**src/rtl/fft_result_streamer.sv**
```systemverilog
// Snapshots the 8 complex FFT bins on i_fft_valid and streams them byte-by-byte
// to an SPI master with an idle gap between bytes. Optional FFT_STREAM_HEADER_EN adds sync byte + checksum.
module fft_result_streamer #(
    parameter int DATA_W     = 8,
    parameter int GAP_CYCLES = 100
) (
    input  logic                 clk,
    input  logic                 rst,
    input  logic                 i_fft_valid,
    input  logic [16*DATA_W-1:0] i_bins,
    input  logic                 i_tx_ready,
    output logic [DATA_W-1:0]    o_tx_byte,
    output logic                 o_tx_dv,
    output logic                 o_busy,
    output logic                 o_frame_done,
    output logic                 o_overrun
);

`ifdef FFT_STREAM_HEADER_EN
    localparam int NBYTES = 18;
    localparam int HDR    = 1;
`else
    localparam int NBYTES = 16;
    localparam int HDR    = 0;
`endif
    localparam int LAST   = NBYTES - 1;
    localparam int RD_W   = $clog2(NBYTES);
    localparam int GAP_W  = (GAP_CYCLES > 0) ? $clog2(GAP_CYCLES + 1) : 1;
    // Counter runs LOAD..0, so the FSM spends exactly GAP_CYCLES cycles in GAP.
    localparam logic [GAP_W-1:0] GAP_LOAD = (GAP_CYCLES > 0) ? GAP_W'(GAP_CYCLES - 1) : '0;

    typedef enum logic [1:0] {IDLE, SEND, WAIT_RDY, GAP} state_t;

    logic [DATA_W-1:0] bin_bytes [16];
    logic [DATA_W-1:0] frame_buf_reg [NBYTES];

    state_t            state_reg, state_next;
    logic [4:0]        idx_reg, idx_next;
    logic [GAP_W-1:0]  gap_reg, gap_next;
    logic              skip_reg, skip_next;
    logic [DATA_W-1:0] tx_byte_reg, tx_byte_next;
    logic              tx_dv_reg, tx_dv_next;
    logic              busy_reg, busy_next;
    logic              done_reg, done_next;
    logic              overrun_reg, overrun_next;
    logic              capture;
    logic              advance;
    logic [RD_W-1:0]   rd_idx;
    logic              last_byte;

    generate
        for (genvar gi = 0; gi < 16; gi++) begin : g_unpack
            assign bin_bytes[gi] = i_bins[gi*DATA_W +: DATA_W];
        end
    endgenerate

    assign rd_idx    = idx_reg[RD_W-1:0];
    assign last_byte = (idx_reg == 5'(LAST));

`ifdef FFT_STREAM_HEADER_EN
    logic [DATA_W-1:0] bin_sum;

    always_comb begin
        bin_sum = '0;
        for (int i = 0; i < 16; i++) begin
            bin_sum = bin_sum + bin_bytes[i];
        end
    end
`endif

    // Frame buffer has no reset: its contents only matter after a capture.
    always_ff @(posedge clk) begin
        if (capture) begin
            for (int i = 0; i < 16; i++) begin
                frame_buf_reg[i + HDR] <= bin_bytes[i];
            end
`ifdef FFT_STREAM_HEADER_EN
            frame_buf_reg[0]          <= DATA_W'(8'hA5);
            frame_buf_reg[NBYTES - 1] <= bin_sum;
`endif
        end
    end

    always_ff @(posedge clk) begin
        if (rst) begin
            state_reg   <= IDLE;
            idx_reg     <= '0;
            gap_reg     <= '0;
            skip_reg    <= 1'b0;
            tx_byte_reg <= '0;
            tx_dv_reg   <= 1'b0;
            busy_reg    <= 1'b0;
            done_reg    <= 1'b0;
            overrun_reg <= 1'b0;
        end else begin
            state_reg   <= state_next;
            idx_reg     <= idx_next;
            gap_reg     <= gap_next;
            skip_reg    <= skip_next;
            tx_byte_reg <= tx_byte_next;
            tx_dv_reg   <= tx_dv_next;
            busy_reg    <= busy_next;
            done_reg    <= done_next;
            overrun_reg <= overrun_next;
        end
    end

    always_comb begin
        state_next   = state_reg;
        idx_next     = idx_reg;
        gap_next     = gap_reg;
        skip_next    = skip_reg;
        tx_byte_next = tx_byte_reg;
        tx_dv_next   = 1'b0;
        busy_next    = busy_reg;
        done_next    = 1'b0;
        overrun_next = i_fft_valid && (state_reg != IDLE);
        capture      = 1'b0;
        advance      = 1'b0;

        case (state_reg)
            IDLE: begin
                if (i_fft_valid) begin
                    capture    = 1'b1;
                    idx_next   = '0;
                    busy_next  = 1'b1;
                    state_next = SEND;
                end
            end
            SEND: begin
                if (i_tx_ready) begin
                    tx_byte_next = frame_buf_reg[rd_idx];
                    tx_dv_next   = 1'b1;
                    skip_next    = 1'b1;
                    state_next   = WAIT_RDY;
                end
            end
            WAIT_RDY: begin
                // The master deasserts ready one cycle late, so ignore it right after the strobe.
                if (skip_reg) begin
                    skip_next = 1'b0;
                end else if (i_tx_ready) begin
                    if (GAP_CYCLES > 0) begin
                        gap_next   = GAP_LOAD;
                        state_next = GAP;
                    end else begin
                        advance = 1'b1;
                    end
                end
            end
            GAP: begin
                if (gap_reg == '0) begin
                    advance = 1'b1;
                end else begin
                    gap_next = gap_reg - GAP_W'(1);
                end
            end
            default: state_next = IDLE;
        endcase

        if (advance) begin
            if (last_byte) begin
                done_next  = 1'b1;
                busy_next  = 1'b0;
                state_next = IDLE;
            end else begin
                idx_next   = idx_reg + 5'd1;
                state_next = SEND;
            end
        end
    end

    assign o_tx_byte    = tx_byte_reg;
    assign o_tx_dv      = tx_dv_reg;
    assign o_busy       = busy_reg;
    assign o_frame_done = done_reg;
    assign o_overrun    = overrun_reg;

endmodule

```
**config.mk**
```make
export PLATFORM = sky130hd
export DESIGN_NAME = fft_result_streamer
export DESIGN_NICKNAME = d
export VERILOG_FILES = /design/src/rtl/fft_result_streamer.sv
export SDC_FILE = /design/constraint.sdc
export NUM_CORES = 1
export LEC_CHECK = 0
export ABC_CLOCK_PERIOD_IN_PS = 5100
export CORE_UTILIZATION = 40
export DETAILED_ROUTE_END_ITERATION = 8
export GPL_ROUTABILITY_DRIVEN = 0
export PLACE_DENSITY_LB_ADDON = 0.05
export SKIP_CTS_REPAIR_TIMING = 1
export SLEW_MARGIN = 20
export SYNTH_ARGS = -nofsm -noshare
export SYNTH_HDL_FRONTEND = slang
export SYNTH_SLANG_ARGS = --single-unit
```
**constraint.sdc**
```tcl
create_clock -name clk -period 5.1 [get_ports clk]
set_input_delay 0.51 -clock clk [delete_from_list [all_inputs] [get_ports clk]]
set_output_delay 0.51 -clock clk [all_outputs]
set_load 0.02 [all_outputs]
```
==> results of run 1 <==
-- report_power, final --
part	total (mW)	internal (mW)	switching (mW)	leakage, nW
logic	0.701	0.297	0.404	1.06
clock network	1.20	0.682	0.515	0.267
registers	1.84	1.74	0.0949	1.44
total	3.73	2.72	1.01	2.77
-- stage by stage --
| stage | power (mW) | util, % | instances | instance area [µm²] | setup slack [ns] |
|---|---|---|---|---|---|
| 6_report | 3.733 | 56.23 | 721 | 8297 | 2.732 |
| 5_1_grt | 3.929 | 56.23 | 721 | 8297 | 2.544 |
| 4_1_cts | 3.781 | 56.23 | 721 | 8297 | 2.698 |
| 3_5_place_dp | 2.576 | 52.37 | 689 | 7727 | 2.403 |
| 3_3_place_gp | 2.544 | 52.37 | 689 | 7727 | 2.493 |
| 2_1_floorplan | 2.307 | - | 377 | 6142 | 1.357 |
-- final timing paths --
kind,startpoint,to,slack [ns],cells after the start
worst min register to register,o_tx_byte[2],o_tx_byte[2],0.46,2
worst min-delay path,o_tx_byte[2],o_tx_byte[2],0.46,2
worst max register to register,state_reg[1],frame_buf_reg[8][2],2.73,5
worst max-delay path,state_reg[1],frame_buf_reg[8][2],2.73,5
-- synth_stat cells (all sizes together) --
cell type | number | area, µm²
and2b | 1 | 7.510
nand4 | 2 | 12.51
mux2 | 1 | 11.26
a22oi | 16 | 120.1
o22ai | 1 | 6.260
nor4 | 1 | 6.260
a21oi | 9 | 45.04
nor3 | 3 | 20.02
nand2b | 3 | 18.77
nor2b | 1 | 6.260
nand3b | 1 | 7.510
a21o | 3 | 22.52
o21ai | 15 | 75.07
o31a | 2 | 17.52
nand2 | 11 | 41.29
a32oi | 7 | 61.31
edfxtp | 128 | 3844
or3 | 4 | 25.02
a41oi | 1 | 8.760
mux4 | 9 | 202.7
nor4b | 1 | 8.760
a311oi | 3 | 26.28
or2 | 1 | 6.260
and3 | 1 | 6.260
ha | 7 | 87.58
o21bai | 1 | 7.510
nand3 | 10 | 50.05
o221a | 1 | 11.26
o211a | 1 | 10.01
clkbuf | 4 | 15.01
a222oi | 1 | 10.01
a22o | 7 | 61.31
o32ai | 1 | 8.760
nor4bb | 1 | 10.01
dfxtp | 27 | 540.5
and4bb | 1 | 16.27
mux2i | 49 | 490.5
and2 | 3 | 21.27
inv | 9 | 33.78
nor2 | 14 | 55.06
nand4b | 2 | 23.77
buf | 13 | 82.57
-- final cells by class --
| cell class | instances | area share, % |
|---|---|---|
| Sequential cell | 155 | 52.89 |
| Multi-Input combinational cell | 196 | 19.60 |
| Timing Repair Buffer | 145 | 17.43 |
| Clock buffer | 18 | 5.173 |
| Tap cell | 184 | 2.775 |
| Clock inverter | 14 | 1.689 |
| Inverter | 9 | 0.4373 |
-- cell families (layout without fill, tap and decap cells) --
family / Yosys count / count (layout) / share of synthesized area, %
AO/OA/AOI/OAI: 69 / 69 / 8.006
adder cells (fa/ha/maj): 7 / 7 / 1.426
buffers and inverters: 26 / 186 / 2.139
flip-flops: 155 / 155 / 71.38
multiplexers: 59 / 59 / 11.47
AND/OR/NAND/NOR: 61 / 61 / 5.582
-- worst register-to-register path, stage by stage, from the launching register on --
cell     delay, ns
dfxtp_1       0.33
inv_1         0.13
ha_1          0.23
nand2_1       0.16
inv_4         0.50
buf_4         0.62
-- routing by layer --
metal | share of wire (%) | routed length (µm)
met1 | 42 | 5696
met2 | 51 | 6884
met3 | 6.5 | 876
met4 | 0.39 | 53
met5 | 0 | 0
==> metrics.md, run 1 <==
| Metric | Value |
|---|---|
| Die H | `~130 µm` |
| First drt pass iteration count | `5` |
| Period utilization | `about 46%` |
| Worst Tran Pin Value | `1.058 ns` |
| CP Data Arrival Time | `between 2 and 2.5 ns` |
| Drt via density | `just over 5` |
| CP cell instances | `inv_1 -> ha_1 -> nand2_1 -> inv_4 -> buf_4` |
| Std-Cell Rows | `44` |
| Global Route met3 Usage | `roughly 6%` |
| Largest net degree at the start of global routing | `between 60 and 70` |
| Commonest non-fill, non-tap cell in the layout | `clkdlybuf4s50_1` |
| Finish-stage setup viols | `0` |
| Max Cap Viol | `0` |
| Final Hold Viols | `0` |
| CP Capture Type | `register` |
| H-tree lvl count | `4` |
| Synthesized area per cell | `16.29 µm²` |
| First-pass GRT wire length | `~21000 µm` |
| Post-route setup TNS | `0 ns` |
| Hold WS | `0.4626 ns` |
| Biggest cell delay along the critical path | `around 0.6 ns` |
| FF+latch count, synth | `roughly 160` |
| Syn Inst Count | `377` |
| Number of library cell types mapped by synthesis | `a little under 50` |
| Initial Util | `about two fifths` |
| Worst Skew | `just under 0.02 ns` |
| Clock buffer count from CTS | `17` |
| Ant. Diodes | `0` |
| DP Wirelength | `between 9000 and 10000 µm` |
| Slowest library cell on the worst path | `buf_4` |
| Skew-Pair Late Insertion Delay | `0.43 ns` |
| Met1 Usage GRT | `between 20% and 30%` |
| Startpoint Class | `register` |
| FILL cells | `around 1200` |
| Max reg flops | `approximately 130` |
| Register area share after synthesis | `~71%` |
| Vias in the first global route | `approximately 3800` |
| Die Width | `125.9 µm` |
| Post-Syn Area | `approximately 0.0061 mm²` |
| Worst EP required | `roughly 5.2 ns` |
| Initial DRC count | `between 200 and 300` |
| Hold WC Path Type | `reg -> reg` |
| Critical path's top delay family | `buffers and inverters` |
| Total power divided by cell area | `between 400 and 500 mW/mm²` |
| Register area | `between 0.004 and 0.005 mm²` |
| Area of the core | `0.01475 mm²` |
| Gr busiest metal | `met2` |
| Per-cell routed wire length | `18.74 µm` |
| Net Count, Synth | `between 500 and 600` |
| Die area | `0.01585 mm²` |
| Max Transition Viols Final | `0` |
| RSZ-0062 raised after global routing | `no` |
| Slew HR | `slightly below 30%` |
| Gr ovfl total | `0` |
| Drt drc | `0` |
| Vias | `between 3000 and 4000` |
| Worst Path Max Fanout | `50` |
| Share of layout cells above drive strength 1 | `9.311%` |
| Drt total wl | `13510 µm` |
| Worst-path clk slew | `about 0.060 ns` |
| WP buf/inv | `3` |
| Final min period | `about 2.4 ns` |
| # IOs | `approximately 140` |
| Multi-input logic area | `0.001627 mm²` |
| Layout area overhead | `35.08%` |
| Fmax | `~420 MHz` |
| M2 GR Usage | `between 20 and 30%` |
| Port Buffers | `between 100 and 150` |
| Gr usage total | `18.19%` |
| Longest Clk Path Bufs | `2` |
| WS Path Type | `reg -> reg` |
| Status | `finished, final reports clean` |
| Detail Route Antenna Nets | `0` |
| Initial antenna violation count | `0` |
| YS warnings | `0` |
| Nets | `663` |
| Clock Sinks | `about 160` |
| VDD IR max | `about 0.24 mV` |
| Root buffer cell | `clkbuf_16` |
| Most frequent cells in the layout | `clkdlybuf4s50_1, edfxtp_1, mux2i_1` |
| CTS tree | `done` |
| P_leak | `about 2.8 nW` |
Note: power is estimated with default switching activity, not from simulation.
==> run 2: changes to the inputs <==
--- a/config.mk
+++ b/config.mk
@@ -5,7 +5,7 @@
 export SDC_FILE = /design/constraint.sdc
 export NUM_CORES = 1
 export LEC_CHECK = 0
-export ABC_CLOCK_PERIOD_IN_PS = 5100
+export ABC_CLOCK_PERIOD_IN_PS = 2300
 export CORE_UTILIZATION = 40
 export DETAILED_ROUTE_END_ITERATION = 8
 export GPL_ROUTABILITY_DRIVEN = 0
==> constraint.sdc (replaced) <==
create_clock -name clk -period 2.3 [get_ports clk]
set_input_delay 0.23 -clock clk [delete_from_list [all_inputs] [get_ports clk]]
set_output_delay 0.23 -clock clk [all_outputs]
set_load 0.02 [all_outputs]
==> metrics.md, run 2 (synthesis gave the netlist of run 1 again) <==
| Metric | Value |
|---|---|
| Status | `finished, final reports clean` |
| Final min period | `1.742 ns (-0.6258 ns)` |
| Drt total wl | `13370 µm (-1.0%)` |
| Detail Route Antenna Nets | `0 (unchanged)` |
| Vias | `3758 (+1.6%)` |
| Total power divided by cell area | `1002 mW/mm² (+120%)` |
| Clock Sinks | `155 (unchanged)` |
| Nets | `676 (+2.0%)` |
| Gr ovfl total | `0 (unchanged)` |
| Die area | `0.01585 mm² (unchanged)` |
| Worst Skew | `0.01194 ns (-0.007743 ns)` |
| Post-Place Cell Area | `0.007886 mm² (+2.1%)` |
| Most frequent cells in the layout | `clkdlybuf4s50_1, edfxtp_1, mux2i_1` |
| Max Cap Viol | `0 (unchanged)` |
| Drt via density | `5.120 (-0.20%)` |
| Area of the core | `0.01475 mm² (unchanged)` |
| Layout area overhead | `37.89%` |
| First-pass GRT wire length | `21130 µm (about the same)` |
| Max reg flops | `128 (unchanged)` |
| Root buffer cell | `clkbuf_16` |
| Port Buffers | `143 (unchanged)` |
| Die H | `125.9 µm (unchanged)` |
| Worst-path clk slew | `0.06 ns (about the same)` |
| R2R setup slack | `0.56 ns (-2.17 ns)` |
| Slew HR | `60.00% (+31 points)` |
| VDD IR max | `0.7940 mV (+230%)` |
| Hold WC Path Type | `in -> reg` |
| Gr usage total | `18.08% (-0.11 points)` |
| Global Route met3 Usage | `5.777% (-0.17 points)` |
| Final Hold Viols | `0 (unchanged)` |
| Worst Tran Pin Value | `0.6000 ns (-0.4580 ns)` |
| Tot Pwr | `8.483 mW (+130%)` |
| Ant. Diodes | `0 (unchanged)` |
| P_leak | `2.855 nW (+3.1%)` |
| Initial Util | `41.63% (unchanged)` |
| CP Data Arrival Time | `2.05 ns (-0.36 ns)` |
| Startpoint Class | `register` |
| Die Width | `125.9 µm (unchanged)` |
| CTS tree | `done` |
| Period utilization | `75.74% (+29 points)` |
| Initial DRC count | `174 (-35%)` |
| H-tree lvl count | `4 (unchanged)` |
| Critical R2R Launch | `state_reg[0]` |
| DP Wirelength | `9560 µm (+2.2%)` |
| Crit path from | `state_reg[0]` |
| Cells on worst reg2reg path | `5 (unchanged)` |
| FF-to-FF End | `state_reg[0]` |
| Met1 Usage GRT | `21.42% (-1.6 points)` |
| Fmax | `574.1 MHz (+36%)` |
| WS Path Type | `reg -> reg` |
| Longest Clk Path Bufs | `2 (unchanged)` |
| Drt drc | `0 (unchanged)` |
| Skew-Pair Late Insertion Delay | `0.42 ns (about the same)` |
| M2 GR Usage | `30.65% (+0.88 points)` |
| First drt pass iteration count | `4 (-1)` |
| Largest net degree at the start of global routing | `83 (+34%)` |
| Std-Cell Rows | `44 (unchanged)` |
| CP Capture Type | `register` |
| Worst Path Max Fanout | `9 (-82%)` |
| Share of layout cells above drive strength 1 | `11.64% (+2.3 points)` |
| Commonest non-fill, non-tap cell in the layout | `clkdlybuf4s50_1` |
| Hold path depth | `1 (-1)` |
| # IOs | `144 (unchanged)` |
| Finish-stage setup viols | `0 (unchanged)` |
| Post-route cell area | `0.008469 mm² (+2.1%)` |
| Initial antenna violation count | `1 (+1)` |
| Gr busiest metal | `met2` |
| Per-cell routed wire length | `18.22 µm (-2.8%)` |
| Clock buffer count from CTS | `17 (unchanged)` |
| Worst EP required | `2.61 ns (-2.54 ns)` |
| Vias in the first global route | `4010 (+4.5%)` |
| End point of the critical path | `state_reg[0]` |
| RSZ-0062 raised after global routing | `no` |
| Max Transition Viols Final | `0 (unchanged)` |
## run 2: per-layer routing
metal | wire length [µm] | part of all wire [%]
met5 | 11 | 0.082
met4 | 237 | 1.8
met2 | 6785 | 51
met1 | 5543 | 41
met3 | 793 | 5.9
## run 2: through the flow
| stage | TNS (ns) | worst slack, ns | hold WS [ns] | cells | utilization [%] |
|---|---|---|---|---|---|
| 2_1_floorplan | -80.10 | -0.7198 | 0.3289 | 377 | - |
| 3_3_place_gp | 0 | 0.5134 | 0.4573 | 702 | 53.45 |
| 3_5_place_dp | 0 | 0.3913 | 0.4609 | 702 | 53.45 |
| 4_1_cts | 0 | 0.5159 | 0.3464 | 734 | 57.40 |
| 5_1_grt | 0 | 0.4140 | 0.3419 | 734 | 57.40 |
| 6_report | 0 | 0.5581 | 0.3639 | 734 | 57.40 |
## run 2: worst max-delay path: stages, from the launching register on
cell	delay, ns
dfxtp_2	0.37
inv_2	0.06
ha_1	0.30
a222oi_1	0.50
a21oi_1	0.14
o32ai_1	0.27
## run 2: worst min-delay path by stage
stage | startpoint | slack, ns | to
6_report | i_bins[23] | 0.36 | frame_buf_reg[2][7]
3_3_place_gp | o_tx_byte[2] | 0.46 | o_tx_byte[2]
5_1_grt | i_bins[49] | 0.34 | frame_buf_reg[6][1]
2_1_floorplan | i_bins[0] | 0.33 | frame_buf_reg[0][0]
4_1_cts | i_bins[52] | 0.35 | frame_buf_reg[6][4]
3_5_place_dp | o_tx_byte[5] | 0.46 | o_tx_byte[5]
## run 2: cell type report
type,instances,area [µm²]
clock inverters,11,142.6
repair buffers,158,1582
inverters,9,37.54
multi-input cells,196,1647
well taps,184,230.2
fillers,1203,6285
flip-flops and latches,155,4390
clock buffers,21,440.4
## run 2: report_power, final
part           internal, mW  switching [mW]
registers              3.86           0.213
logic                 0.732           0.914
clock network          1.70            1.06
